===== config.mk =====
export PLATFORM = sky130hd
export DESIGN_NAME = sprite_layer_mux
export DESIGN_NICKNAME = d
export VERILOG_FILES = /design/src/rtl/sprite_pkg.sv /design/src/rtl/sprite_prio_enc.sv /design/src/rtl/sprite_layer_mux.sv
export SDC_FILE = /design/constraint.sdc
export NUM_CORES = 1
export LEC_CHECK = 0
export BUFFER_PORTS_ARGS = -buffer_cell sky130_fd_sc_hd__buf_2
export CORE_MARGIN = 2
export CORE_UTILIZATION = 30
export CTS_BUF_LIST = sky130_fd_sc_hd__clkbuf_4 sky130_fd_sc_hd__clkbuf_8
export CTS_CLUSTER_SIZE = 30
export DETAILED_ROUTE_END_ITERATION = 16
export GPL_TIMING_DRIVEN = 0
export HOLD_SLACK_MARGIN = 0.12
export PLACE_DENSITY_LB_ADDON = 0.12
export SLEW_MARGIN = 40
export SYNTH_ARGS = -nofsm -noshare
export SYNTH_HDL_FRONTEND = slang
export SYNTH_SLANG_ARGS = --single-unit
export TNS_END_PERCENT = 5

===== constraint.sdc =====
create_clock -name clk50 -period 3.3 [get_ports clk50]
set_clock_uncertainty 0.15 [all_clocks]
set_input_delay 0.66 -clock clk50 [delete_from_list [all_inputs] [get_ports clk50]]
set_output_delay 0.66 -clock clk50 [all_outputs]
set_load 0.02 [all_outputs]

===== src/rtl/sprite_pkg.sv =====
// Shared definitions for the sprite layer mux: pixel/id widths, colour keys,
// built-in test colours and the resolver FSM state encoding.
package sprite_pkg;

  localparam int PIX_W = 24;
  localparam int ID_W  = 5;

  localparam logic [PIX_W-1:0] TRANSP_KEY  = 24'hFF00FF;
  localparam logic [PIX_W-1:0] BG_COLOR    = 24'h000000;
  localparam logic [PIX_W-1:0] TEST_COLOR0 = 24'hFF0087;
  localparam logic [PIX_W-1:0] TEST_COLOR1 = 24'h87FF00;

  typedef enum logic [1:0] {
    S_IDLE = 2'd0,
    S_READ = 2'd1,
    S_WAIT = 2'd2,
    S_DONE = 2'd3
  } state_t;

endpackage


===== src/rtl/sprite_prio_enc.sv =====
// Lowest-set-bit priority encoder. idx is N when no bit is set, which lines
// up with the "background" layer code used by the mux.
module sprite_prio_enc #(
  parameter int N     = 4,
  parameter int IDX_W = $clog2(N) + 1
) (
  input  logic [N-1:0]     mask,
  output logic [IDX_W-1:0] idx,
  output logic             any
);

  // Scan from the top down so the lowest set bit is the last to win.
  always_comb begin
    idx = IDX_W'(N);
    any = 1'b0;
    for (int i = N - 1; i >= 0; i--) begin
      if (mask[i]) begin
        idx = IDX_W'(i);
        any = 1'b1;
      end
    end
  end

endmodule


===== src/rtl/sprite_layer_mux.sv =====
// Per-pixel sprite layer resolver. Accepts a request (hit mask, ids, ROM
// addresses), walks hit layers from highest priority, reads each from the
// sprite ROM and returns the first non-transparent colour, else background.
// Optional feature: define SPRITE_MUX_TESTCOLOR_EN to serve object ids 0 and 1
// from built-in opaque test colours without a ROM access.
//
// Handshakes: a request is taken on a clk50 edge with in_valid && in_ready
// (in_ready only in IDLE); a result is held on out_valid until an edge with
// out_valid && out_ready, after which the block returns to IDLE.
module sprite_layer_mux
  import sprite_pkg::*;
#(
  parameter int NUM_LAYERS = 4,
  parameter int ADDR_W     = 10,
  parameter int ID_W       = sprite_pkg::ID_W,
  parameter int PIX_W      = sprite_pkg::PIX_W
) (
  input  logic                           clk50,
  input  logic                           reset,
  input  logic                           in_valid,
  output logic                           in_ready,
  input  logic [NUM_LAYERS-1:0]          layer_hit,
  input  logic [NUM_LAYERS*ID_W-1:0]     layer_obj_id,
  input  logic [NUM_LAYERS*ADDR_W-1:0]   layer_addr,
  output logic                           rom_en,
  output logic [ID_W-1:0]                rom_obj_id,
  output logic [ADDR_W-1:0]              rom_addr,
  input  logic [PIX_W-1:0]               rom_q,
  output logic                           out_valid,
  input  logic                           out_ready,
  output logic [PIX_W-1:0]               sprite_pixel,
  output logic [$clog2(NUM_LAYERS):0]    out_layer,
  output logic [1:0]                     dbg_state
);

  localparam int OL_W = $clog2(NUM_LAYERS) + 1;
  localparam logic [NUM_LAYERS-1:0] ONE_L = NUM_LAYERS'(1);

  state_t                         state;
  logic [NUM_LAYERS-1:0]          pend_r;
  logic [NUM_LAYERS*ID_W-1:0]     ids_r;
  logic [NUM_LAYERS*ADDR_W-1:0]   addrs_r;
  logic [OL_W-1:0]                cur_layer;

  logic [OL_W-1:0]   sel_idx;
  logic              sel_any;
  logic [ID_W-1:0]   sel_id;
  logic [ADDR_W-1:0] sel_addr;
  logic              tc_hit;
  logic [PIX_W-1:0]  tc_color;

  sprite_prio_enc #(.N(NUM_LAYERS), .IDX_W(OL_W)) u_prio_enc (
    .mask (pend_r),
    .idx  (sel_idx),
    .any  (sel_any)
  );

  // Route the id and address of the currently selected layer.
  always_comb begin
    sel_id   = '0;
    sel_addr = '0;
    for (int i = 0; i < NUM_LAYERS; i++) begin
      if (sel_idx == OL_W'(i)) begin
        sel_id   = ids_r[i*ID_W +: ID_W];
        sel_addr = addrs_r[i*ADDR_W +: ADDR_W];
      end
    end
  end

`ifdef SPRITE_MUX_TESTCOLOR_EN
  // Object ids 0 and 1 resolve to fixed opaque colours with no ROM cycle.
  always_comb begin
    tc_hit   = sel_any && (sel_id == ID_W'(0) || sel_id == ID_W'(1));
    tc_color = (sel_id == ID_W'(0)) ? PIX_W'(TEST_COLOR0) : PIX_W'(TEST_COLOR1);
  end
`else
  // Every object id is fetched from the ROM.
  always_comb begin
    tc_hit   = 1'b0;
    tc_color = '0;
  end
`endif

  // ROM strobe and bus are live only while a real fetch is issued from READ.
  always_comb begin
    rom_en     = (state == S_READ) && sel_any && !tc_hit;
    rom_obj_id = rom_en ? sel_id : '0;
    rom_addr   = rom_en ? sel_addr : '0;
  end

  assign in_ready  = (state == S_IDLE);
  assign dbg_state = state;

  // Resolver FSM. An empty mask still passes through READ, which finds no
  // pending bit and resolves straight to background without a ROM cycle.
  always_ff @(posedge clk50 or posedge reset) begin
    if (reset) begin
      state        <= S_IDLE;
      pend_r       <= '0;
      ids_r        <= '0;
      addrs_r      <= '0;
      cur_layer    <= '0;
      out_valid    <= 1'b0;
      sprite_pixel <= '0;
      out_layer    <= '0;
    end else begin
      case (state)
        S_IDLE: begin
          if (in_valid) begin
            pend_r  <= layer_hit;
            ids_r   <= layer_obj_id;
            addrs_r <= layer_addr;
            state   <= S_READ;
          end
        end
        S_READ: begin
          if (!sel_any) begin
            sprite_pixel <= PIX_W'(BG_COLOR);
            out_layer    <= OL_W'(NUM_LAYERS);
            out_valid    <= 1'b1;
            state        <= S_DONE;
          end else if (tc_hit) begin
            sprite_pixel <= tc_color;
            out_layer    <= sel_idx;
            out_valid    <= 1'b1;
            state        <= S_DONE;
          end else begin
            cur_layer <= sel_idx;
            pend_r    <= pend_r & (pend_r - ONE_L);
            state     <= S_WAIT;
          end
        end
        S_WAIT: begin
          if (rom_q != PIX_W'(TRANSP_KEY)) begin
            sprite_pixel <= rom_q;
            out_layer    <= cur_layer;
            out_valid    <= 1'b1;
            state        <= S_DONE;
          end else if (pend_r != '0) begin
            state <= S_READ;
          end else begin
            sprite_pixel <= PIX_W'(BG_COLOR);
            out_layer    <= OL_W'(NUM_LAYERS);
            out_valid    <= 1'b1;
            state        <= S_DONE;
          end
        end
        S_DONE: begin
          if (out_ready) begin
            out_valid <= 1'b0;
            state     <= S_IDLE;
          end
        end
        default: state <= S_IDLE;
      endcase
    end
  end

endmodule


==> impl_metrics.env, run 1 <==
export IMPL_cts_sinks=97
export IMPL_synth_top_cell_by_area="dfrtp_1"
export IMPL_die_h_um=129
export IMPL_place_port_buffers=138
export IMPL_area_growth_pct=27.7
export IMPL_path_delay_family="buffers and inverters"
export IMPL_antenna_found_initial=1
export IMPL_grt_pass1_vias=3955
export IMPL_dp_slack_ps=-5.48
export IMPL_fin_util_pct=39.1
export IMPL_cp_buffers_inverters=4
export IMPL_combPwrFrac_pct=47.7
export IMPL_fin_nets=637
export IMPL_p_leak_nw=2.73
export IMPL_drive_gt1_share_pct=49.5
export IMPL_synth_fa_ha_area_share_pct=0
export IMPL_critPathMaxFanout=10
export IMPL_r2r_setup_slack_ps=760
export IMPL_grtUsageTotal_pct=16.9
export IMPL_crit_path_end_kind="primary output"
export IMPL_rows=45
export IMPL_worstPathRequired_ps=2490
export IMPL_dieArea_um2=16500
export IMPL_worst_slack_ps=98.8
export IMPL_drv_cap=0
export IMPL_dr_pass1_iters=4
export IMPL_synth_compound_area_share_pct=17.7
export IMPL_synth_top_family_by_area="compound AO/OA/AOI/OAI gates"
export IMPL_final_cells=739
export IMPL_muxShareOfSynthArea_pct=16.4
export IMPL_clk_latency_ps=380
export IMPL_via_per_inst=5.06
export IMPL_synth_xor_area_share_pct=0
export IMPL_fin_crit_ps=3200
export IMPL_dp_hpwl_um=10000
export IMPL_hold_depth=3
export IMPL_ys_top_cells_by_area="dfrtp_1 52%, mux2_2 16%, a22o_1 4.9%"
export IMPL_clock_tree_buffer_depth=2
export IMPL_num_vias=3741
export IMPL_hold_viol=0
export IMPL_cts_tree="done"
export IMPL_intPower_w=0.00352
export IMPL_grt_pass1_wl_um=21300
export IMPL_tightest_slew_ps=674
export IMPL_arrival_ps=2390
export IMPL_core_um2=15200
export IMPL_dominantRegCellSynth="dfrtp_1"
export IMPL_startpoint_type="flip-flop"
export IMPL_post_route_period_util_pct=97.0
export IMPL_htreeDepth=3
export IMPL_clock_root_buffer="clkbuf_8"
export IMPL_powerDensity_nw_per_um2=978
export IMPL_cts_buffers=9
export IMPL_synth_top_area_share_pct=52.1
export IMPL_synth_edf_count=0
export IMPL_fin_tns_setup_ps=0
export IMPL_drt_initial_drc_count=144
export IMPL_status="finished, final reports clean"
export IMPL_finalSetupViolations=0
export IMPL_grt_setup_unrepaired="yes"
export IMPL_worstSetupPathType="reg -> out"
export IMPL_yosysMostFrequentCell="dfrtp_1"
export IMPL_slew_headroom_pct=55.1
export IMPL_hold_path_class="in -> reg"
export IMPL_synthSimpleGateAreaFrac_pct=9.86
export IMPL_worstSetupPathDepth=7
export IMPL_worstPathCellList="clkbuf_2, nor3_2, and3_1, clkbuf_1, clkbuf_4, a22o_1, buf_2"
export IMPL_synth_avg_cell_area_um2=11.9
export IMPL_wl_per_cell_um=18.3
export IMPL_switching_share_pct=39.4
export IMPL_io_pins=139
export IMPL_routed_wl_um=13500
export IMPL_grt_ovfl_total=0
export IMPL_max_freq_ghz=0.312
export IMPL_place_gp_congestion=0.771
export IMPL_place_inst=721
export IMPL_critPathMaxStageDelay_ps=370
export IMPL_grt_start_max_net_pins=24
export IMPL_slowest_stage="dfrtp_1"
export IMPL_syn_inst=391
export IMPL_yosys_register_bits=97
export IMPL_start_util_pct=30.6
export IMPL_yosysSeqAreaShare_pct=52.1
export IMPL_clk_pin_slew_worst_paths_ps=100
export IMPL_seq_power_share_pct=36.8
export IMPL_peakVddDrop_v=0.000334
export IMPL_pwr_share_clk_pct=15.5
export IMPL_synthTopCellsByCount="97 x dfrtp_1, 68 x mux2_2, 33 x nand2_1, 32 x o21ai_0, 26 x a22o_1"
export IMPL_drc=0
export IMPL_rr_worst_depth=5
export IMPL_synth_area_um2=4660
export IMPL_dieWidth_um=129
export IMPL_ys_async_sr_fraction_pct=100
export IMPL_cts_setup_buffers=0
export IMPL_p_sw_w=0.00229
export IMPL_slew_violations=0
export IMPL_ys_types=40
export IMPL_ys_warn_count=0
export IMPL_synthesis_nets=483
export IMPL_drtAntennaViolNets=0
-- logic make-up (layout without fill, tap and decap cells) --
| group | after synthesis | in the layout |
|---|---|---|
| compound gates | 105 | 105 |
| flops | 97 | 97 |
| simple gates | 85 | 85 |
| mux | 68 | 68 |
| buf+inv | 36 | 195 |
| other cells | 0 | 1 |
-- layer usage --
layer / global-route usage, % / up-vias / wire length (um)
met3: 5.49 / 14 / 934
met5: 0 / - / 0
li1: - / 1770 / -
met4: 4.99 / 0 / 208
met1: 21.3 / 1841 / 5990
met2: 28.0 / 116 / 6390
-- cell usage in the layout, fill, tap and decap left out, types with 2 or more instances in the layout --
cell / n
a21o_1: 2
a21oi_1: 7
a221o_2: 17
a22o_1: 26
a22oi_1: 8
a32o_1: 6
and2_1: 2
and3b_1: 7
buf_12: 2
buf_16: 2
buf_2: 146
buf_6: 3
bufinv_16: 2
clkbuf_1: 13
clkbuf_2: 6
clkbuf_4: 2
clkbuf_8: 9
clkinv_4: 2
dfrtp_1: 97
inv_1: 2
mux2_2: 68
nand2_1: 33
nand3_1: 14
nand4_1: 3
nand4b_1: 2
nor2_1: 7
nor2b_1: 4
o21a_1: 2
o21ai_0: 32
-- worst reg2reg max path: cells and delay by family (launching register included) --
kind                   cells  cell delay (ps)
buffers and inverters      3              940
and+or+nand+nor            1              520
DFF                        1              450
muxes                      1              370
-- power groups by stage --
stage | clock (W) | combinational (W) | sequential [W]
global placement | 0 | 0.00271 | 0.00215
CTS | 0.000935 | 0.00280 | 0.00214
detailed placement | 0 | 0.00277 | 0.00217
finish | 0.000900 | 0.00277 | 0.00214
floorplan | 0 | 0.00181 | 0.00228
global route | 0.000977 | 0.00305 | 0.00222
-- flip-flops by register name, summed over array words and instances, names as in the netlist --
register / cells
sprite_pixel: 24
dbg_state: 2
out_valid: 1
pend_r: 4
cur_layer: 3
addrs_r: 40
ids_r: 20
out_layer: 3
-- through the flow --
| step | cell area, um^2 | power (W) | hold WS, ps |
|---|---|---|---|
| global placement | 5590 | 0.00486 | 335 |
| detailed placement | 5680 | 0.00494 | 342 |
| global route | 5940 | 0.00625 | 324 |
| CTS | 5930 | 0.00588 | 299 |
| finish | 5940 | 0.00581 | 325 |
| floorplan | 4660 | 0.00409 | 321 |
-- final timing paths --
| check | start | end |
|---|---|---|
| max | pend_r[1] | rom_addr[4] |
| min | layer_hit[3] | pend_r[3] |
| max reg2reg | dbg_state[1] | addrs_r[5] |
| min reg2reg | cur_layer[2] | cur_layer[2] |
| max in group asynchronous | reset | ids_r[14] |
| min in group asynchronous | reset | addrs_r[10] |
-- cell type report --
| cell class | instances | area, um^2 |
|---|---|---|
| diodes | 1 | 2.50 |
| plain buffers | 33 | 179 |
| clock buffers | 10 | 131 |
| clock inverters | 6 | 91.3 |
| fillers | 1515 | 9260 |
| inverters | 3 | 15.0 |
| multi-input cells | 258 | 2070 |
| flip-flops and latches | 97 | 2430 |
| well taps | 188 | 235 |
| repair buffers | 143 | 796 |
-- timing repair --
action	in CTS	in global routing
gates resized for setup	9	6
endpoints found under the setup margin	12	12
endpoints found under the hold margin	7	0
hold buffers	1	0
Power figures use the tool's default switching activity.
==> run 2, diff against run 1 <==
--- a/config.mk
+++ b/config.mk
@@ -14,6 +14,7 @@
 export GPL_TIMING_DRIVEN = 0
 export HOLD_SLACK_MARGIN = 0.12
 export PLACE_DENSITY_LB_ADDON = 0.12
+export SETUP_SLACK_MARGIN = 0.15
 export SLEW_MARGIN = 40
 export SYNTH_ARGS = -nofsm -noshare
 export SYNTH_HDL_FRONTEND = slang
==> impl_metrics.env, run 2 (synthesized netlist as in run 1, its figures left out) <==
export IMPL_layout_commonest_cell="buf_2"
export IMPL_drive_gt1_share_pct=50.0
export IMPL_wl_per_cell_um=18.3
export IMPL_cts_tree="done"
export IMPL_post_dp_cell_area_um2=5680
export IMPL_via_per_inst=5.10
export IMPL_status="finished, final reports clean"
export IMPL_largest_reg_flops=40
export IMPL_grt_ovfl_total=0
export IMPL_critPathMaxFanout=10
export IMPL_core_um2=15200
export IMPL_tightest_slew_ps=671
export IMPL_fin_nets=637
export IMPL_max_freq_ghz=0.330
export IMPL_regMostFlops="addrs_r"
export IMPL_num_vias=3766
export IMPL_grt_pass1_vias=3959
export IMPL_area_growth_pct=28.1
export IMPL_wl_met3_um=955
export IMPL_powerDensity_nw_per_um2=980
export IMPL_r2r_start="dbg_state[1]"
export IMPL_worstSetupPathType="reg -> out"
export IMPL_drv_cap=0
export IMPL_place_port_buffers=138
export IMPL_arrival_ps=2220
export IMPL_slew_headroom_pct=55.3
export IMPL_worstPathRequired_ps=2490
export IMPL_place_gp_congestion=0.771
export IMPL_clk_latency_ps=380
export IMPL_largestRegisters="addrs_r: 40 flops, sprite_pixel: 24 flops, ids_r: 20 flops"
export IMPL_grtUsageTotal_pct=16.9
export IMPL_hp_start="layer_hit[3]"
export IMPL_multi_input_area_um2=2070
export IMPL_post_route_period_util_pct=92.0
export IMPL_highest_layer="met4"
export IMPL_layout_common_cells="146 x buf_2, 97 x dfrtp_1, 68 x mux2_2"
export IMPL_cts_buffers=9
export IMPL_startpoint_type="flip-flop"
export IMPL_crit_path_end_kind="primary output"
export IMPL_start_util_pct=30.6
export IMPL_drc=0
export IMPL_critPathMaxStageDelay_ps=450
export IMPL_die_h_um=129
export IMPL_drt_met1_wl_um=5930
export IMPL_peakVddDrop_v=0.000334
export IMPL_fin_util_pct=39.2
export IMPL_design_area_um2=5960
export IMPL_antenna_found_initial=1
export IMPL_wl_met2_um=6440
export IMPL_hold_path_class="in -> reg"
export IMPL_dieArea_um2=16500
export IMPL_final_cells=739
export IMPL_slowest_stage="dfrtp_1"
export IMPL_ff_latch_area_um2=2430
export IMPL_dieWidth_um=129
export IMPL_finalSetupViolations=0
export IMPL_startpoint="dbg_state[1]"
export IMPL_grt_pass1_wl_um=21300
export IMPL_cts_setup_buffers=0
export IMPL_fin_crit_ps=3030
export IMPL_hold_ws_ps=328
export IMPL_grt_setup_unrepaired="yes"
export IMPL_worstPathCellList="clkbuf_2, nand2b_2, nor2_4, clkbuf_2, a22o_1, buf_2"
export IMPL_clock_root_buffer="clkbuf_8"
export IMPL_rows=45
export IMPL_clk_pin_slew_worst_paths_ps=100
export IMPL_place_inst=721
export IMPL_clock_tree_buffer_depth=2
export IMPL_routed_wl_um=13500
export IMPL_hold_viol=0
export IMPL_crit_top_cell="clkbuf_2"
export IMPL_grt_start_max_net_pins=24
export IMPL_p_leak_nw=2.74
export IMPL_dp_hpwl_um=10000
export IMPL_io_pins=139
export IMPL_slew_violations=0
export IMPL_dr_pass1_iters=4
export IMPL_htreeDepth=3
export IMPL_cts_sinks=97
export IMPL_drt_initial_drc_count=158
export IMPL_drtAntennaViolNets=0
export IMPL_nFillCells=1509
## run 2: worst paths after layout
path / endpoint / depth (start not counted) / slack (ps)
min: pend_r[3] / 3 / 330
max reg2reg: addrs_r[5] / 5 / 830
min reg2reg: cur_layer[2] / 2 / 360
max: rom_addr[4] / 6 / 270
min in group asynchronous: addrs_r[10] / 3 / 630
max in group asynchronous: ids_r[14] / 5 / 1750
## run 2: timing repair
item | 4_1_cts | 5_1_grt
endpoints found under the hold margin | 7 | 0
gates cloned | 0 | 0
hold buffers | 1 | 0
setup endpoints to repair | 15 | 12
resized for setup | 13 | 14
## run 2: report_power, final
part	leakage, nW	switching, W	internal (W)
clock	0.114	0.000458	0.000440
sequential	1.17	0.000358	0.00178
combinational	1.45	0.00148	0.00132
total	2.74	0.00230	0.00354
## run 2: layout make-up
class	count	area share [%]
Buffer	33	3.17
Sequential cell	97	40.7
Inverter	3	0.252
Clock inverter	6	1.53
Multi-Input combinational cell	258	34.8
Clock buffer	10	2.20
Timing Repair Buffer	143	13.3
Antenna cell	1	0.0420
Tap cell	188	3.95
## run 2: per-stage QoR
step	TNS [ps]	power, W	worst slack (ps)
after floorplan	0	0.00409	721
after global routing	0	0.00628	113
after detailed placement	-5.65	0.00494	-5.48
final	0	0.00584	265
after CTS	0	0.00590	94.1
after global placement	0	0.00486	31.0
## run 2: critical path: cells and delay by family (launching register included)
kind / cells / cell delay (ps)
compound gates: 1 / 200
buf+inv: 3 / 690
flops: 1 / 450
simple gates: 2 / 490
## run 2: per-layer routing
layer,vias to the layer above,track usage (%)
li1,1776,-
met1,1856,21.3
met2,118,28.0
met3,16,5.49
met4,0,4.99
met5,-,0
==> run 3, diff against run 2 <==
--- a/config.mk
+++ b/config.mk
@@ -5,6 +5,7 @@
 export SDC_FILE = /design/constraint.sdc
 export NUM_CORES = 1
 export LEC_CHECK = 0
+export ABC_AREA = 1
 export BUFFER_PORTS_ARGS = -buffer_cell sky130_fd_sc_hd__buf_2
 export CORE_MARGIN = 2
 export CORE_UTILIZATION = 30
==> impl_metrics.env, run 3 <==
export IMPL_clk_latency_ps=380
export IMPL_fin_util_pct=39.3
export IMPL_synth_edf_count=0
export IMPL_worst_slack_ps=461
export IMPL_dieWidth_um=127
export IMPL_arrival_ps=2030
export IMPL_tightest_slew_ps=342
export IMPL_synth_top_area_share_pct=53.8
export IMPL_drv_cap=0
export IMPL_dr_pass1_iters=4
export IMPL_max_freq_ghz=0.352
export IMPL_place_port_buffers=138
export IMPL_io_pins=139
export IMPL_regMostFlops="addrs_r"
export IMPL_grt_pass1_vias=4193
export IMPL_grt_ovfl_total=0
export IMPL_cts_resized=0
export IMPL_fin_nets=799
export IMPL_slowest_stage="dfrtp_1"
export IMPL_hold_viol=0
export IMPL_dieArea_um2=16000
export IMPL_rows=44
export IMPL_n_antenna_cell=0
export IMPL_ys_top_cells_by_area="dfrtp_1 54%, nand2_1 22%, nand3_1 9.1%"
export IMPL_synth_area_um2=4510
export IMPL_clock_tree_buffer_depth=2
export IMPL_critPathMaxStageDelay_ps=410
export IMPL_worstSetupPathType="reg -> out"
export IMPL_slew_violations=0
export IMPL_p_leak_nw=3.13
export IMPL_layout_common_cells="264 x nand2_1, 155 x buf_2, 97 x dfrtp_1"
export IMPL_antenna_found_initial=0
export IMPL_place_inst=879
export IMPL_start_util_pct=30.8
export IMPL_cts_setup_buffers=0
export IMPL_largestRegisters="addrs_r: 40 flops, sprite_pixel: 24 flops, ids_r: 20 flops"
export IMPL_dp_slack_ps=859
export IMPL_yosysMostFrequentCell="nand2_1"
export IMPL_drt_initial_drc_count=251
export IMPL_grt_pass1_wl_um=21000
export IMPL_critPathMaxFanout=10
export IMPL_clk_pin_slew_worst_paths_ps=100
export IMPL_clock_root_buffer="clkbuf_8"
export IMPL_grtUsageTotal_pct=16.7
export IMPL_area_growth_pct=27.3
export IMPL_finalSetupViolations=0
export IMPL_drtAntennaViolNets=0
export IMPL_cts_buffers=9
export IMPL_num_vias=4123
export IMPL_largest_reg_flops=40
export IMPL_grt_setup_unrepaired="no"
export IMPL_worstPathRequired_ps=2490
export IMPL_dp_hpwl_um=9720
export IMPL_synthTopCellsByCount="264 x nand2_1, 97 x dfrtp_1, 82 x nand3_1, 17 x buf_2, 16 x a21oi_1"
export IMPL_dominantRegCellSynth="dfrtp_1"
export IMPL_drive_gt1_share_pct=29.1
export IMPL_synthesis_nets=645
export IMPL_synth_top_cell_by_area="dfrtp_1"
export IMPL_layout_commonest_cell="nand2_1"
export IMPL_routed_wl_um=12900
export IMPL_powerDensity_nw_per_um2=956
export IMPL_die_h_um=127
export IMPL_peakVddDrop_v=0.000256
export IMPL_crit_path_end_kind="primary output"
export IMPL_ys_async_sr_fraction_pct=100
export IMPL_htreeDepth=3
export IMPL_status="finished, final reports clean"
export IMPL_place_gp_congestion=0.806
export IMPL_synth_avg_cell_area_um2=8.16
export IMPL_wl_per_cell_um=14.4
export IMPL_crit_top_cell="buf_6"
export IMPL_hold_path_class="in -> reg"
export IMPL_yosys_register_bits=97
export IMPL_worstPathCellList="buf_6, nor3_4, buf_6, nand3_1, a21oi_1, buf_2"
export IMPL_slew_headroom_pct=77.1
export IMPL_fin_tns_setup_ps=0
export IMPL_fin_crit_ps=2840
export IMPL_via_per_inst=4.60
export IMPL_startpoint_type="flip-flop"
export IMPL_yosysSeqAreaShare_pct=53.8
export IMPL_cts_sinks=97
export IMPL_grt_start_max_net_pins=25
export IMPL_core_um2=14600
export IMPL_drc=0
export IMPL_ys_warn_count=0
export IMPL_post_route_period_util_pct=86.0
export IMPL_cts_tree="done"
export IMPL_final_cells=896
export IMPL_ys_types=22
export IMPL_syn_inst=553
## run 3: changes by cell type after synthesis, sizes merged, moves of 6 or more
cell    delta
o21ai     -13
clkbuf    -20
nand3     +69
nor2       +9
a21oi      +9
a22o      -23
a32o       -6
a22oi      -8
and3b      -7
mux2      -68
buf       +19
nand2    +237
inv        +8
a221o     -18
## run 3: per-stage QoR
| step | instance area, um^2 | hold WS (ps) | total power, W |
|---|---|---|---|
| after floorplan | 4520 | 294 | 0.00385 |
| after global placement | 5440 | 311 | 0.00462 |
| after detailed placement | 5520 | 315 | 0.00468 |
| after CTS | 5750 | 290 | 0.00558 |
| after global routing | 5750 | 297 | 0.00596 |
| final | 5750 | 312 | 0.00549 |
## run 3: final timing paths
check	start	to	slack [ps]	cells after the start
worst max-delay path	pend_r[0]	rom_addr[8]	460	6
worst min-delay path	layer_addr[5]	addrs_r[5]	310	3
worst max register to register	dbg_state[0]	addrs_r[38]	1700	7
worst min register to register	ids_r[10]	ids_r[10]	330	2
max in group asynchronous	reset	addrs_r[11]	1810	5
min in group asynchronous	reset	sprite_pixel[0]	590	3
## run 3: where the power goes
group	internal (W)	total [W]	switching [W]	leakage, nW
clock	0.000443	0.000873	0.000430	0.106
sequential	0.00173	0.00205	0.000320	1.22
combinational	0.000940	0.00257	0.00163	1.80
## run 3: worst max-delay path: cells and delay by family, from the launching register on
kind / cells / cell delay [ps]
buffers and inverters: 3 / 560
and+or+nand+nor: 2 / 430
DFF: 1 / 410
AOI/OAI and AO/OA: 1 / 240
## run 3: cells by family (layout without fill, tap and decap cells)
family | count (synthesis) | after routing | synth area share (%)
and+or+nand+nor | 372 | 372 | 34.6
DFF | 97 | 97 | 53.8
buffers and inverters | 43 | 202 | 6.60
AOI/OAI and AO/OA | 41 | 41 | 4.99
## run 3: what timing repair did
item	CTS	global route
hold buffers	1	0
endpoints found under the setup margin	0	0
endpoints found under the hold margin	5	0
## run 3: layout make-up
cell class                 instances  area, um^2
fill                            1595        8900
inverter                          11        47.5
buffer                            32         254
clock buffer                      11         139
timing repair buffer             143         781
sequential                        97        2430
multi-input combinational        413        1790
clock inverter                     5        80.1
tap                              184         230
## run 3: metal layers
| layer | part of all wire (%) | up-vias | GRT usage [%] |
|---|---|---|---|
| met5 | 0 | - | 0 |
| met4 | 1.6 | 0 | 6.40 |
| met3 | 5.4 | 13 | 3.21 |
| met2 | 45 | 115 | 26.7 |
| met1 | 48 | 1919 | 22.5 |
| li1 | - | 2076 | - |
